### src/rtl/dii_packet_buffer_pkg.sv
// -----------------------------------------------------------------------------
// dii_packet_buffer_pkg
//
// Purpose: shared DII definitions used by the debug interconnect blocks. It
// holds the DII word width and the dii_channel bundle that describes one
// word travelling between a debug module and its ring router.
//
// Contents:
//   DII_WIDTH   - width of one DII word (16 bits)
//   dii_channel - packed {valid, first, last, data} word bundle
// -----------------------------------------------------------------------------
package dii_packet_buffer_pkg;

    localparam int DII_WIDTH = 16;

    typedef struct packed {
        logic                 valid;
        logic                 first;
        logic                 last;
        logic [DII_WIDTH-1:0] data;
    } dii_channel;

endpackage

### src/rtl/dii_packet_buffer.sv
// -----------------------------------------------------------------------------
// dii_packet_buffer
//
// Purpose: store-and-forward packet buffer between a debug module's outgoing
// DII stream and the local input port of its ring router. With FULLPACKET=1
// a packet is only presented downstream once its last word is stored, so a
// slow producer cannot stall the ring in the middle of a packet. A packet
// larger than the buffer falls back to draining word by word once the buffer
// is full, so nothing is dropped and nothing deadlocks. With FULLPACKET=0 the
// block is a plain cut-through FIFO.
//
// Parameters:
//   WIDTH       - data word width
//   BUFFER_SIZE - storage depth in words (>= 2, any value)
//   FULLPACKET  - 1 = forward complete packets only, 0 = plain FIFO
//
// Ports:
//   clk        in   single clock, rising edge
//   rst        in   synchronous active-high reset
//   in_data    in   upstream word
//   in_valid   in   upstream word valid
//   in_first   in   first word of packet
//   in_last    in   last word of packet
//   in_ready   out  buffer accepts a word this cycle
//   out_data   out  word at the read pointer
//   out_valid  out  downstream word valid
//   out_first  out  first flag of presented word
//   out_last   out  last flag of presented word
//   out_ready  in   downstream accepts the word
// -----------------------------------------------------------------------------
module dii_packet_buffer
    import dii_packet_buffer_pkg::*;
#(
    parameter int WIDTH       = DII_WIDTH,
    parameter int BUFFER_SIZE = 4,
    parameter int FULLPACKET  = 1
) (
    input  logic             clk,
    input  logic             rst,
    input  logic [WIDTH-1:0] in_data,
    input  logic             in_valid,
    input  logic             in_first,
    input  logic             in_last,
    output logic             in_ready,
    output logic [WIDTH-1:0] out_data,
    output logic             out_valid,
    output logic             out_first,
    output logic             out_last,
    input  logic             out_ready
);

    localparam int PW = $clog2(BUFFER_SIZE);
    localparam int CW = $clog2(BUFFER_SIZE + 1);
    localparam int EW = WIDTH + 2;

    localparam logic [CW-1:0] FULL_CNT = CW'(BUFFER_SIZE);
    localparam logic [PW-1:0] LAST_PTR = PW'(BUFFER_SIZE - 1);

    // Entry layout: {first, last, data}
    logic [EW-1:0] r_mem [BUFFER_SIZE];

    logic [PW-1:0] r_wrPtr;
    logic [PW-1:0] r_rdPtr;
    logic [CW-1:0] r_count;
    logic [CW-1:0] r_pktCnt;

    logic          w_write;
    logic          w_read;
    logic          w_wrLast;
    logic          w_rdLast;
    logic [EW-1:0] w_head;

    // Pointers wrap explicitly because the depth need not be a power of two.
    function automatic logic [PW-1:0] nextPtr(input logic [PW-1:0] ptr);
        return (ptr == LAST_PTR) ? '0 : ptr + PW'(1);
    endfunction

    // Handshakes. Both ready and valid are built only from registered state
    // (plus reset for in_ready), so there is no combinational in->out path.
    assign in_ready = !rst && (r_count != FULL_CNT);

    // In full-packet mode a word is only offered once a complete packet is
    // stored, or when the buffer is full with an oversize packet that would
    // otherwise never complete.
    assign out_valid = (r_count != '0) &&
                       ((FULLPACKET == 0) || (r_pktCnt != '0) || (r_count == FULL_CNT));

    assign w_write  = in_valid && in_ready;
    assign w_read   = out_valid && out_ready;
    assign w_head   = r_mem[r_rdPtr];
    assign w_wrLast = w_write && in_last;
    assign w_rdLast = w_read && w_head[WIDTH];

    assign out_first = w_head[WIDTH+1];
    assign out_last  = w_head[WIDTH];
    assign out_data  = w_head[WIDTH-1:0];

    // Storage array; contents are deliberately left unreset.
    always_ff @(posedge clk) begin
        if (w_write) begin
            r_mem[r_wrPtr] <= {in_first, in_last, in_data};
        end
    end

    // Pointer and counter control. Simultaneous increment and decrement
    // cancel, which keeps both counters inside their legal range.
    always_ff @(posedge clk) begin
        if (rst) begin
            r_wrPtr  <= '0;
            r_rdPtr  <= '0;
            r_count  <= '0;
            r_pktCnt <= '0;
        end else begin
            if (w_write) begin
                r_wrPtr <= nextPtr(r_wrPtr);
            end
            if (w_read) begin
                r_rdPtr <= nextPtr(r_rdPtr);
            end
            case ({w_write, w_read})
                2'b10:   r_count <= r_count + CW'(1);
                2'b01:   r_count <= r_count - CW'(1);
                default: r_count <= r_count;
            endcase
            case ({w_wrLast, w_rdLast})
                2'b10:   r_pktCnt <= r_pktCnt + CW'(1);
                2'b01:   r_pktCnt <= r_pktCnt - CW'(1);
                default: r_pktCnt <= r_pktCnt;
            endcase
        end
    end

endmodule

### config.mk
export PLATFORM = sky130hd
export DESIGN_NAME = dii_packet_buffer
export DESIGN_NICKNAME = d
export VERILOG_FILES = /design/src/rtl/dii_packet_buffer_pkg.sv /design/src/rtl/dii_packet_buffer.sv
export SDC_FILE = /design/constraint.sdc
export NUM_CORES = 1
export LEC_CHECK = 0
export BUFFER_PORTS_ARGS = -buffer_cell sky130_fd_sc_hd__buf_2
export CORE_ASPECT_RATIO = 0.5
export CORE_MARGIN = 4
export CORE_UTILIZATION = 57
export CTS_CLUSTER_SIZE = 28
export DETAILED_ROUTE_END_ITERATION = 7
export PLACE_DENSITY = 0.79
export SYNTH_ARGS = -nofsm -noshare
export SYNTH_HDL_FRONTEND = slang
export SYNTH_SLANG_ARGS = --single-unit
### constraint.sdc
create_clock -name clk -period 2.6 [get_ports clk]
set_clock_uncertainty 0.1 [all_clocks]
set_input_delay 0.26 -clock clk [delete_from_list [all_inputs] [get_ports clk]]
set_output_delay 0.26 -clock clk [all_outputs]
set_load 0.005 [all_outputs]
## Word-level counts from Yosys, hierarchy flattened

Memories as Yosys holds them, arrays and structs flattened. A register that Yosys moved wholly into a read port is not among the register bits.
Cells that the tools add are included.

- Mux-type cells: 8
- Reductions and logical operators: 12
- Equality and inequality tests: 8
- Add/subtract/negate cells: 6

Operators by type and width:

| cell | count |
|---|---|
| $pmux W3 S2 | 2 |
| $eq A2 B2 Y1 const B | 4 |
| $mux W2 | 4 |
| $add A3 B1 Y3 const B | 2 |
| $logic_and A1 B1 Y1 | 6 |
| $reduce_bool A3 Y1 | 2 |
| $sub A3 B1 Y3 const B | 2 |
| $add A2 B1 Y2 const B | 2 |
| $eq A2 B1 Y1 const B | 2 |
| $reduce_bool A2 Y1 | 2 |
| $eq A3 B3 Y1 const B | 1 |
| $ne A3 B3 Y1 const B | 1 |
| $mux W1 | 2 |
| $logic_not A1 Y1 | 1 |
| $logic_or A1 B1 Y1 | 1 |

- RAM bits: 72
- Word-level logic and storage cells: 39
- Memories kept: 1
- Bits of input ports: 22
- Bits in registers: 10

Memories:

| name | depth | bits a word | rd ports | clocked after Yosys merged registers in | write ports | line | text |
|---|---|---|---|---|---|---|---|
| r_mem | 4 | 18 | 1 | 1 | 1 | dii_packet_buffer.sv:60 | `logic [EW-1:0] r_mem [BUFFER_SIZE];` |

## Longest topological paths before layout

Gate-level depths: netlist of the first run.

- Depth after elaboration: 7
- Mapped depth: 9
- Depth with buffers taken out: 9

## Worst setup path before layout of the first run

Ideal clock, no wire load.

- Kind: reg-to-reg
- From: register (tool-made name)
- To: register r_pktCnt[2]
- Data arrival time: 2.117 ns
- Stages on the path, launching flop included: 10
- Path buffers: 1
- Setup slack: 0.313 ns
- Setup time: 0.070 ns
- Path through: dfxtp_1 buf_4 mux4_2 and2_2 ha_1 inv_1 fa_1 xor2_1 or3_1 a21oi_1

RTL lines:

| what | line | text |
|---|---|---|
| end signal, assigned | dii_packet_buffer.sv:126 | `2'b10: r_pktCnt <= r_pktCnt + CW'(1);` |
| end signal, assigned | dii_packet_buffer.sv:127 | `2'b01: r_pktCnt <= r_pktCnt - CW'(1);` |
| end signal, assigned | dii_packet_buffer.sv:128 | `default: r_pktCnt <= r_pktCnt;` |
| end, declared | dii_packet_buffer.sv:65 | `logic [CW-1:0] r_pktCnt;` |

## Worst setup path in the final report of the first run

- From: register r_count[0]
- To: register r_pktCnt[2]

- Longest elaborated chain between the ends: 7

RTL lines:

| what | line | text |
|---|---|---|
| start, declared | dii_packet_buffer.sv:64 | `logic [CW-1:0] r_count;` |
| start signal, assigned | dii_packet_buffer.sv:121 | `2'b10: r_count <= r_count + CW'(1);` |
| start signal, assigned | dii_packet_buffer.sv:122 | `2'b01: r_count <= r_count - CW'(1);` |
| start signal, assigned | dii_packet_buffer.sv:123 | `default: r_count <= r_count;` |
| $eq A3 B3 Y1 | dii_packet_buffer.sv:86 | `((FULLPACKET == 0) \|\| (r_pktCnt != '0) \|\| (r_count == FULL_CNT));` |
| $logic_or A1 B1 Y1 | dii_packet_buffer.sv:86 |  |
| $logic_and A1 B1 Y1 * | dii_packet_buffer.sv:85 | `assign out_valid = (r_count != '0) &&` |
| $logic_and A1 B1 Y1 * | dii_packet_buffer.sv:89 | `assign w_read = out_valid && out_ready;` |
| named net w_read | dii_packet_buffer.sv:68 | `logic w_read;` |
| $logic_and A1 B1 Y1 * | dii_packet_buffer.sv:92 | `assign w_rdLast = w_read && w_head[WIDTH];` |
| $eq A2 B1 Y1 or $eq A2 B2 Y1 (tied branches) | dii_packet_buffer.sv:125 | `case ({w_wrLast, w_rdLast})` |
| $pmux W3 S2 or $reduce_bool A2 Y1 (tied branches) | -- |  |

Mark *: on every way through the listed nets, which the timed path passes. The rest lies on a longest branch.
A chain may end at the register's enable or synchronous reset.

==> results of run 1 <==
[cells in the mapped netlist]
master,number,share of area
mux4_2,18,0.12
ha_1,7,0.027
nand2_1,1,0.0011
buf_2,1,0.0015
nor2b_1,1,0.0019
nor2_2,1,0.0019
inv_1,10,0.011
nor2_1,9,0.010
a211oi_4,1,0.0061
mux2_4,1,0.0046
mux2i_1,1,0.0030
edfxtp_1,72,0.66
a21oi_1,6,0.0091
clkbuf_1,2,0.0023
nor3_1,3,0.0046
xor2_1,4,0.011
nand2b_1,2,0.0038
fa_1,2,0.012
dfxtp_1,12,0.073
or3_1,2,0.0038
mux2_2,2,0.0068
o21ai_0,2,0.0030
o41a_4,1,0.0065
and2_2,1,0.0023
buf_4,2,0.0046
o31a_2,1,0.0030
and2_1,4,0.0076
[registers in the layout (all words and copies together), names as in the netlist, named ones only]
signal and count:
r_count 3, r_mem 72, r_pktCnt 3, r_rdPtr 2, r_wrPtr 2
[cell type report]
class	instances	area share
Clock buffer	9	0.0567
Clock inverter	6	0.0287
Inverter	10	0.00945
Multi-Input combinational cell	70	0.209
Sequential cell	84	0.605
Tap cell	73	0.0230
Timing Repair Buffer	50	0.0687
[how the worst min path moves through the flow]
stage	startpoint	to	slack [ns]	depth (start not counted)
floorplan	in_data[0]	r_mem[0][0]	0.26	0
global placement	in_first	r_mem[1][17]	0.37	1
detailed placement	in_data[2]	r_mem[0][2]	0.38	1
CTS	in_data[2]	r_mem[0][2]	0.03	1
global route	in_data[15]	r_mem[0][15]	0.03	1
finish	in_data[13]	r_mem[1][13]	0.04	1
[metrics by stage]
| stage | utilization | area, um^2 | hold WS, ns | std cells | total power [W] |
|---|---|---|---|---|---|
| after floorplan | - | 3300 | 0.259 | 169 | 0.00217 |
| after global placement | 0.656 | 3630 | 0.370 | 287 | 0.00238 |
| after detailed placement | 0.656 | 3630 | 0.377 | 287 | 0.00241 |
| after CTS | 0.717 | 3970 | 0.0288 | 302 | 0.00384 |
| after global routing | 0.717 | 3970 | 0.0271 | 302 | 0.00399 |
| final | 0.717 | 3970 | 0.0439 | 302 | 0.00381 |
[metal layers]
layer	GRT usage	vias to the layer above	wire, um
met5	0	-	0
met2	0.326	54	3100
met1	0.203	840	2330
met4	0.0686	0	105
li1	-	772	-
met3	0.0803	8	337
[worst register-to-register path, stage by stage (launching register included)]
cell	delay (ns)
dfxtp_1	0.36
nor2_2	0.26
o41a_4	0.20
and2_2	0.14
ha_1	0.18
inv_1	0.06
fa_1	0.38
xor2_1	0.16
or3_1	0.31
a21oi_1	0.15
[cells by family after synthesis]
family / share of synthesized area
muxes: 0.137
and+or+nand+nor: 0.0372
AOI/OAI and AO/OA: 0.0277
adders and majority gates: 0.0387
xor gates and xnor gates: 0.0106
buffers and inverters: 0.0197
DFF: 0.729
[power by group through the flow]
stage          Sequential [W]  Combinational [W]  Clock, W
6_report              0.00165           0.000730   0.00143
5_1_grt               0.00166           0.000809   0.00151
4_1_cts               0.00165           0.000748   0.00145
3_5_place_dp          0.00168           0.000737         0
3_3_place_gp          0.00166           0.000721         0
2_1_floorplan         0.00165           0.000522         0
==> run metrics, run 1 <==
drt total wl=5870 um; Die Ht=61.8 um; r2r setup slk=0.23 ns; CORE AREA=5540 um^2; CP cell instances=nor2_2 -> o41a_4 -> and2_2 -> ha_1 -> inv_1 -> fa_1 -> xor2_1 -> or3_1 -> a21oi_1; ANT cells=0; crit path max-delay cell type=fa_1; Setup WS pre-CTS=0.214 ns; Critical Path AT=2.52 ns; Post-CTS Setup Inserts=0; Initial Util=0.595; antenna-violating nets left=0; # setup viols final=0; unrepaired setup endpoints after global routing=no; post-detail-place hpwl=3740 um; Cell Int Power=0.00289 W; CTS sink count=84; Worst Tran Pin Value=0.383 ns; endpoints failing hold=0; Yosys reg bits=84; critical path class=reg -> reg; clock power share=0.375; commonest non-fill, non-tap cell in the layout=edfxtp_1; vias per inst=5.54; Mapped Avg Cell Area=19.5 um^2; slowest stage delay, CP=0.38 ns; routability cong.=0.748; DR vias=1,674; initial drt markers=222; wire per inst=19.4 um; Tmin final=2.37 ns; Peak VDD IR=570 uV; pin count of the biggest net entering global routing=18; crit share post-route=0.912; I/O Buffers=41; Crit path depth=9; Mapped Area=3300 um^2; Slew headroom=0.744; power per cell area=958 nW/um^2; Row Count=19; Peak Freq=0.422 GHz; die area=7140 um^2; Overall Global Routing Usage=0.184; CTS root buffer=clkbuf_16; CTS tree=built; Worst-path clk slew=0.06 ns; syn_nets=200; vias in the first global route=1,788; Reg2Reg Capture Point=r_pktCnt[2]; clk buf depth=2; Final WS setup=0.228 ns; combinational share of power=0.192; endpoint class of the critical path=flip-flop; Syn-to-layout area delta=20.5%; CP startpoint kind=flip-flop; Reg2Reg Depth=9; DRT Pass-1 Iters=4; Die X-Extent=116 um; Hold WC Path Type=in -> reg; Final nets=256; Worst Path Buf+Inv=1; yosys warns=0; crit-path max FO=5; Psw=0.000916 W; first-pass GRT wire length=9090 um; post-synthesis sequential area ratio=0.729; max-slew violation count=0; status=complete, no violations; setup TNS=0 ns; most frequent cells in the layout=72 x edfxtp_1, 41 x buf_2, 18 x mux4_2, 12 x dfxtp_1, 10 x inv_1; worst setup path end=r_pktCnt[2]; CTS Buf Count=9; grt ovf=0; Setup crit start=r_count[0]; Pleak=1.39 nW; Multi-input gate area=830 um^2; Post-Syn Instances=169; CP delay by family, top=simple AND/OR/NAND/NOR gates; Post-CTS Resized=0; CP required=2.75 ns; worst skew pair latency=0.32 ns; initial antenna violation count=0; total of max-cap violations=0; Reg-to-Reg Start=r_count[0]; layout cell share with drive strength beyond 1=0.397; H-tree levels=3; Switching Fraction=0.241; fill count=337; Cell variety after synth=27; I/O pins=42; cts hold-fix bufs=0; DRC violations left=0; sequential share of power=0.433; Sequential Area=2400 um^2
(Power assumes the default switching activity.)
==> inputs of run 2 (changes only) <==
==> constraint.sdc (replaced) <==
create_clock -name clk -period 2.7 [get_ports clk]
set_clock_uncertainty 0.1 [all_clocks]
set_input_delay 0.27 -clock clk [delete_from_list [all_inputs] [get_ports clk]]
set_output_delay 0.27 -clock clk [all_outputs]
set_load 0.005 [all_outputs]
==> run 2 against run 1 <==
Cell count rose by 0.33%. Combinational power decreased by 3.7%. Clock power fell by 16%. First-iteration DRC count is 52% lower. Highest routed layer unchanged.
==> run metrics, run 2 (synthesized netlist as in run 1, its figures left out) <==
status=complete, no violations; unrepaired setup endpoints after global routing=no; Final nets=256 (unchanged); Worst-path clk slew=0.06 ns (about the same); Regs by FF count=r_mem (72), r_count (3), r_pktCnt (3); DRC violations left=0 (unchanged); vias in the first global route=1,666 (-6.8%); Tmin final=2.34 ns (-0.0268 ns); Final WS setup=0.355 ns (+0.127 ns); most frequent cells in the layout=72 x edfxtp_1, 41 x buf_2, 18 x mux4_2, 12 x dfxtp_1, 10 x inv_1; max reg flops=72 (unchanged); Pleak=1.38 nW (-1.0%); post-detail-place hpwl=3600 um (-3.7%); Setup WS pre-CTS=0.350 ns (+0.136 ns); crit share post-route=0.869 (-0.0437); I/O Buffers=41 (unchanged); clk buf depth=2 (unchanged); setup TNS=0 ns (unchanged); power per cell area=887 nW/um^2 (-7.4%); DRT Pass-1 Iters=4 (unchanged); largest register by flop count=r_mem; Min Hold Slack=0.0505 ns (+0.00656 ns); antenna-violating nets left=0 (unchanged); Final Power=0.00349 W (-8.3%); CTS sink count=84 (unchanged); Critical Path AT=2.50 ns (-0.02 ns); CP required=2.85 ns (+0.10 ns); Peak Freq=0.426 GHz (+1.1%); H-tree levels=3 (unchanged); Initial Util=0.595 (unchanged); worst skew pair latency=0.33 ns (about the same); CTS Buf Count=9 (unchanged); I/O pins=42 (unchanged); Die Ht=61.8 um (unchanged); Slew headroom=0.718 (-0.0260); cts hold-fix bufs=0 (unchanged); post-placement cell area=3630 um^2 (unchanged); Overall Global Routing Usage=0.175 (-0.00820); critical path class=reg -> reg; max-slew violation count=0 (unchanged); Worst Tran Pin Value=0.422 ns (+0.0389 ns); CP startpoint kind=flip-flop; total of max-cap violations=0 (unchanged); DR vias=1,645 (-1.7%); Die X-Extent=116 um (unchanged); CORE AREA=5540 um^2 (unchanged); first-pass GRT wire length=8790 um (-3.3%); layout cell share with drive strength beyond 1=0.396 (-0.00173); wire per inst=18.2 um (-6.5%); Row Count=19 (unchanged); endpoints failing hold=0 (unchanged); grt ovf=0 (unchanged); die area=7140 um^2 (unchanged); crit-path max FO=5 (unchanged); initial antenna violation count=0 (unchanged); routability cong.=0.731 (-2.4%); CTS root buffer=clkbuf_16; Post-CTS Setup Inserts=0 (unchanged); fin area=3940 um^2 (-0.94%); # setup viols final=0 (unchanged); vias per inst=5.43 (-2.1%); commonest non-fill, non-tap cell in the layout=edfxtp_1; drt total wl=5510 um (-6.2%); Post-CTS Resized=0 (unchanged); Hold WC Path Type=in -> reg; initial drt markers=107 (-52%); ANT cells=0 (unchanged); endpoint class of the critical path=flip-flop; pin count of the biggest net entering global routing=18 (unchanged); Syn-to-layout area delta=19.4%; Peak VDD IR=504 uV (-12%); CTS tree=built
-- run 2: cell types whose count changed in the layout (fill, tap and decap cells not counted), sizes merged --
cell	previous run	this run
clkbuf	9	10
bufinv	3	1
clkinv	1	3
clkinvlp	2	1
inv	10	11
-- run 2: routing by layer --
layer | global-route usage | up-vias | routed length [um]
met5 | 0 | - | 0
met2 | 0.297 | 41 | 2890
met3 | 0.0725 | 4 | 311
li1 | - | 772 | -
met1 | 0.215 | 828 | 2280
met4 | 0.0502 | 0 | 29
-- run 2: metrics by stage --
stage / utilization / instances
6_report: 0.710 / 303
5_1_grt: 0.710 / 303
4_1_cts: 0.710 / 303
3_5_place_dp: 0.656 / 287
3_3_place_gp: 0.656 / 287
2_1_floorplan: - / 169
-- run 2: path summary, 6_finish.rpt --
path / from / to / slack (ns) / cells past startpoint
worst min-delay path: in_data[1] / r_mem[2][1] / 0.05 / 1
worst max-delay path: r_count[0] / r_pktCnt[2] / 0.36 / 9
worst max register to register: r_count[0] / r_pktCnt[2] / 0.36 / 9
worst min register to register: r_rdPtr[1] / r_rdPtr[1] / 0.41 / 2
-- run 2: power by group --
part	total, W	internal (W)	leakage (nW)	switching [W]
combinational	0.000703	0.000363	0.484	0.000340
clock	0.00120	0.000724	0.143	0.000478
sequential	0.00158	0.00152	0.752	0.0000635
total	0.00349	0.00261	1.38	0.000882
-- run 2: final cells by class --
cell class                      count  area (um^2)
Tap cell                           73         91.3
Timing Repair Buffer               50          273
Sequential cell                    84         2400
Clock buffer                       10          229
Multi-Input combinational cell     70          830
Inverter                           10         37.5
Clock inverter                      6         72.6
Fill cell                         350         1600
-- run 2: critical path, stage by stage (launching register included) --
cell and delay (ns):
dfxtp_1 0.36, nor2_2 0.25, o41a_4 0.20, and2_2 0.14, ha_1 0.17, inv_1 0.06, fa_1 0.38, xor2_1 0.16
or3_1 0.31, a21oi_1 0.15
==> inputs of run 3 (changes only) <==
--- a/config.mk
+++ b/config.mk
@@ -8,10 +8,10 @@
 export BUFFER_PORTS_ARGS = -buffer_cell sky130_fd_sc_hd__buf_2
 export CORE_ASPECT_RATIO = 0.5
 export CORE_MARGIN = 4
-export CORE_UTILIZATION = 57
+export CORE_UTILIZATION = 39
 export CTS_CLUSTER_SIZE = 28
 export DETAILED_ROUTE_END_ITERATION = 7
-export PLACE_DENSITY = 0.79
+export PLACE_DENSITY = 0.57
 export SYNTH_ARGS = -nofsm -noshare
 export SYNTH_HDL_FRONTEND = slang
 export SYNTH_SLANG_ARGS = --single-unit
==> constraint.sdc (replaced) <==
create_clock -name clk -period 2.17 [get_ports clk]
set_clock_uncertainty 0.1 [all_clocks]
set_input_delay 0.217 -clock clk [delete_from_list [all_inputs] [get_ports clk]]
set_output_delay 0.217 -clock clk [all_outputs]
set_load 0.005 [all_outputs]
==> run 3 against run 2 <==
Sequential cell count unchanged. Design area up 7.0%. Via count increased by 2.2%. Sequential power is 25% higher. Worst setup slack got worse by 0.30 ns. Largest power group unchanged. Highest routed layer unchanged.
==> run metrics, run 3 (synthesized netlist as in run 1, its figures left out) <==
Setup WS pre-CTS=-0.0119 ns (-0.362 ns); status=complete, no violations; grt ovf=0 (unchanged); Final nets=273 (+6.6%); Hold Path Sink=r_mem[0][12]; CTS Buf Count=9 (unchanged); Slew headroom=0.757 (+0.0392); power per cell area=1080 nW/um^2 (+22%); wire per inst=15.5 um (-15%); Peak Freq=0.473 GHz (+11%); CORE AREA=8120 um^2 (+47%); vias in the first global route=1,828 (+9.7%); ANT cells=0 (unchanged); initial antenna violation count=0 (unchanged); r2r setup slk=0.06 ns (-0.30 ns); layout cell share with drive strength beyond 1=0.417 (+0.0214); Min Hold Slack=0.0135 ns (-0.0369 ns); Initial Util=0.406 (-0.189); Worst-path clk slew=0.06 ns (about the same); Row Count=23 (+4); Regs by FF count=r_mem (72), r_count (3), r_pktCnt (3); max reg flops=72 (unchanged); Hold Crit Start=in_data[12]; antenna-violating nets left=0 (unchanged); unrepaired setup endpoints after global routing=yes; vias per inst=4.69 (-14%); commonest non-fill, non-tap cell in the layout=edfxtp_1; DRC violations left=0 (unchanged); routability cong.=0.758 (+3.8%); DR vias=1,682 (+2.2%); pin count of the biggest net entering global routing=19 (+1); worst skew pair latency=0.33 ns (about the same); most frequent cells in the layout=72 x edfxtp_1, 41 x buf_2, 18 x mux4_2, 13 x dlygate4sd3_1, 12 x buf_4; Die X-Extent=138 um (+19%); Final Power=0.00457 W (+31%); initial drt markers=122 (+14%); non-filler instance count after layout=359 (+18%); clk buf depth=2 (unchanged); drt total wl=5580 um (+1.3%); endpoint class of the critical path=flip-flop; crit share post-route=0.973 (+0.105); Worst Tran Pin Value=0.364 ns (-0.0574 ns); Syn-to-layout area delta=27.7%; Tmin final=2.11 ns (-0.233 ns); crit-path max FO=2 (-3); Reg2Reg Capture Point=r_pktCnt[2]; setup TNS=0 ns (unchanged); I/O Buffers=41 (unchanged); endpoints failing hold=0 (unchanged); hold depth=1 (unchanged); total of max-cap violations=0 (unchanged); Overall Global Routing Usage=0.122 (-0.0534); Reg2Reg Depth=8 (-1); I/O pins=42 (unchanged); DRT Pass-1 Iters=4 (unchanged); post-detail-place hpwl=3470 um (-3.7%); largest register by flop count=r_mem; CTS sink count=84 (unchanged); Pleak=1.48 nW (+7.2%); CP required=2.34 ns (-0.51 ns); Peak VDD IR=519 uV (+3.1%); die area=10,100 um^2 (+41%); first-pass GRT wire length=9320 um (+6.0%); max-slew violation count=0 (unchanged); critical path class=reg -> reg; # setup viols final=0 (unchanged); Critical Path AT=2.28 ns (-0.22 ns); Die Ht=73.0 um (+18%); placed insts=329 (+15%); CP startpoint kind=flip-flop; CTS root buffer=clkbuf_16; Final WS setup=0.0576 ns (-0.297 ns); H-tree levels=3 (unchanged); Hold WC Path Type=in -> reg; CTS tree=built
[run 3: critical path, cell delays in order (launching register included)]
cell	delay, ns
dfxtp_2	0.33
mux4_2	0.37
and2_4	0.16
ha_4	0.14
inv_2	0.04
fa_2	0.34
xor2_1	0.15
or3_1	0.32
a21oi_2	0.11
[run 3: timing repair]
action | 4_1_cts | 5_1_grt
buffers inserted | 0 | 1
pin swaps | 0 | 1
endpoints found under the hold margin | 51 | 0
setup endpoints to repair | 2 | 4
resized for setup | 3 | 4
hold buffers | 13 | 0
[run 3: metrics by stage]
stage	cell area, um^2	utilization
after floorplan	3320	-
after global placement	3730	0.460
after detailed placement	3730	0.460
after CTS	4190	0.517
after global routing	4210	0.519
final	4210	0.519
[run 3: area by class of cell]
type / count / area, um^2
clock buffers: 9 / 225
repair buffers: 67 / 445
flip-flops and latches: 84 / 2410
fillers: 696 / 3900
inverters: 10 / 37.5
multi-input cells: 70 / 857
clock inverters: 7 / 97.6
well taps: 112 / 140
[run 3: worst max path at each step]
stage          slack (ns)     endpoint        from
4_1_cts              0.03  r_pktCnt[2]  r_count[0]
6_report             0.06  r_pktCnt[2]   flip-flop
3_3_place_gp         0.06  r_pktCnt[2]  r_count[1]
2_1_floorplan        0.02  r_pktCnt[2]   flip-flop
5_1_grt             -0.07  r_pktCnt[2]   flip-flop
3_5_place_dp        -0.01  r_pktCnt[2]  r_count[1]
[run 3: power by group]
| part | internal (W) | switching (W) |
|---|---|---|
| Sequential | 0.00190 | 0.0000705 |
| Combinational | 0.000522 | 0.000456 |
| Clock | 0.00102 | 0.000605 |
| Total | 0.00344 | 0.00113 |
[run 3: layer usage]
layer / vias to the layer above / global-route usage / part of all wire
li1: 803 / - / -
met1: 843 / 0.142 / 0.42
met2: 31 / 0.214 / 0.52
met3: 5 / 0.0465 / 0.044
met4: 0 / 0.0394 / 0.012
met5: - / 0 / 0
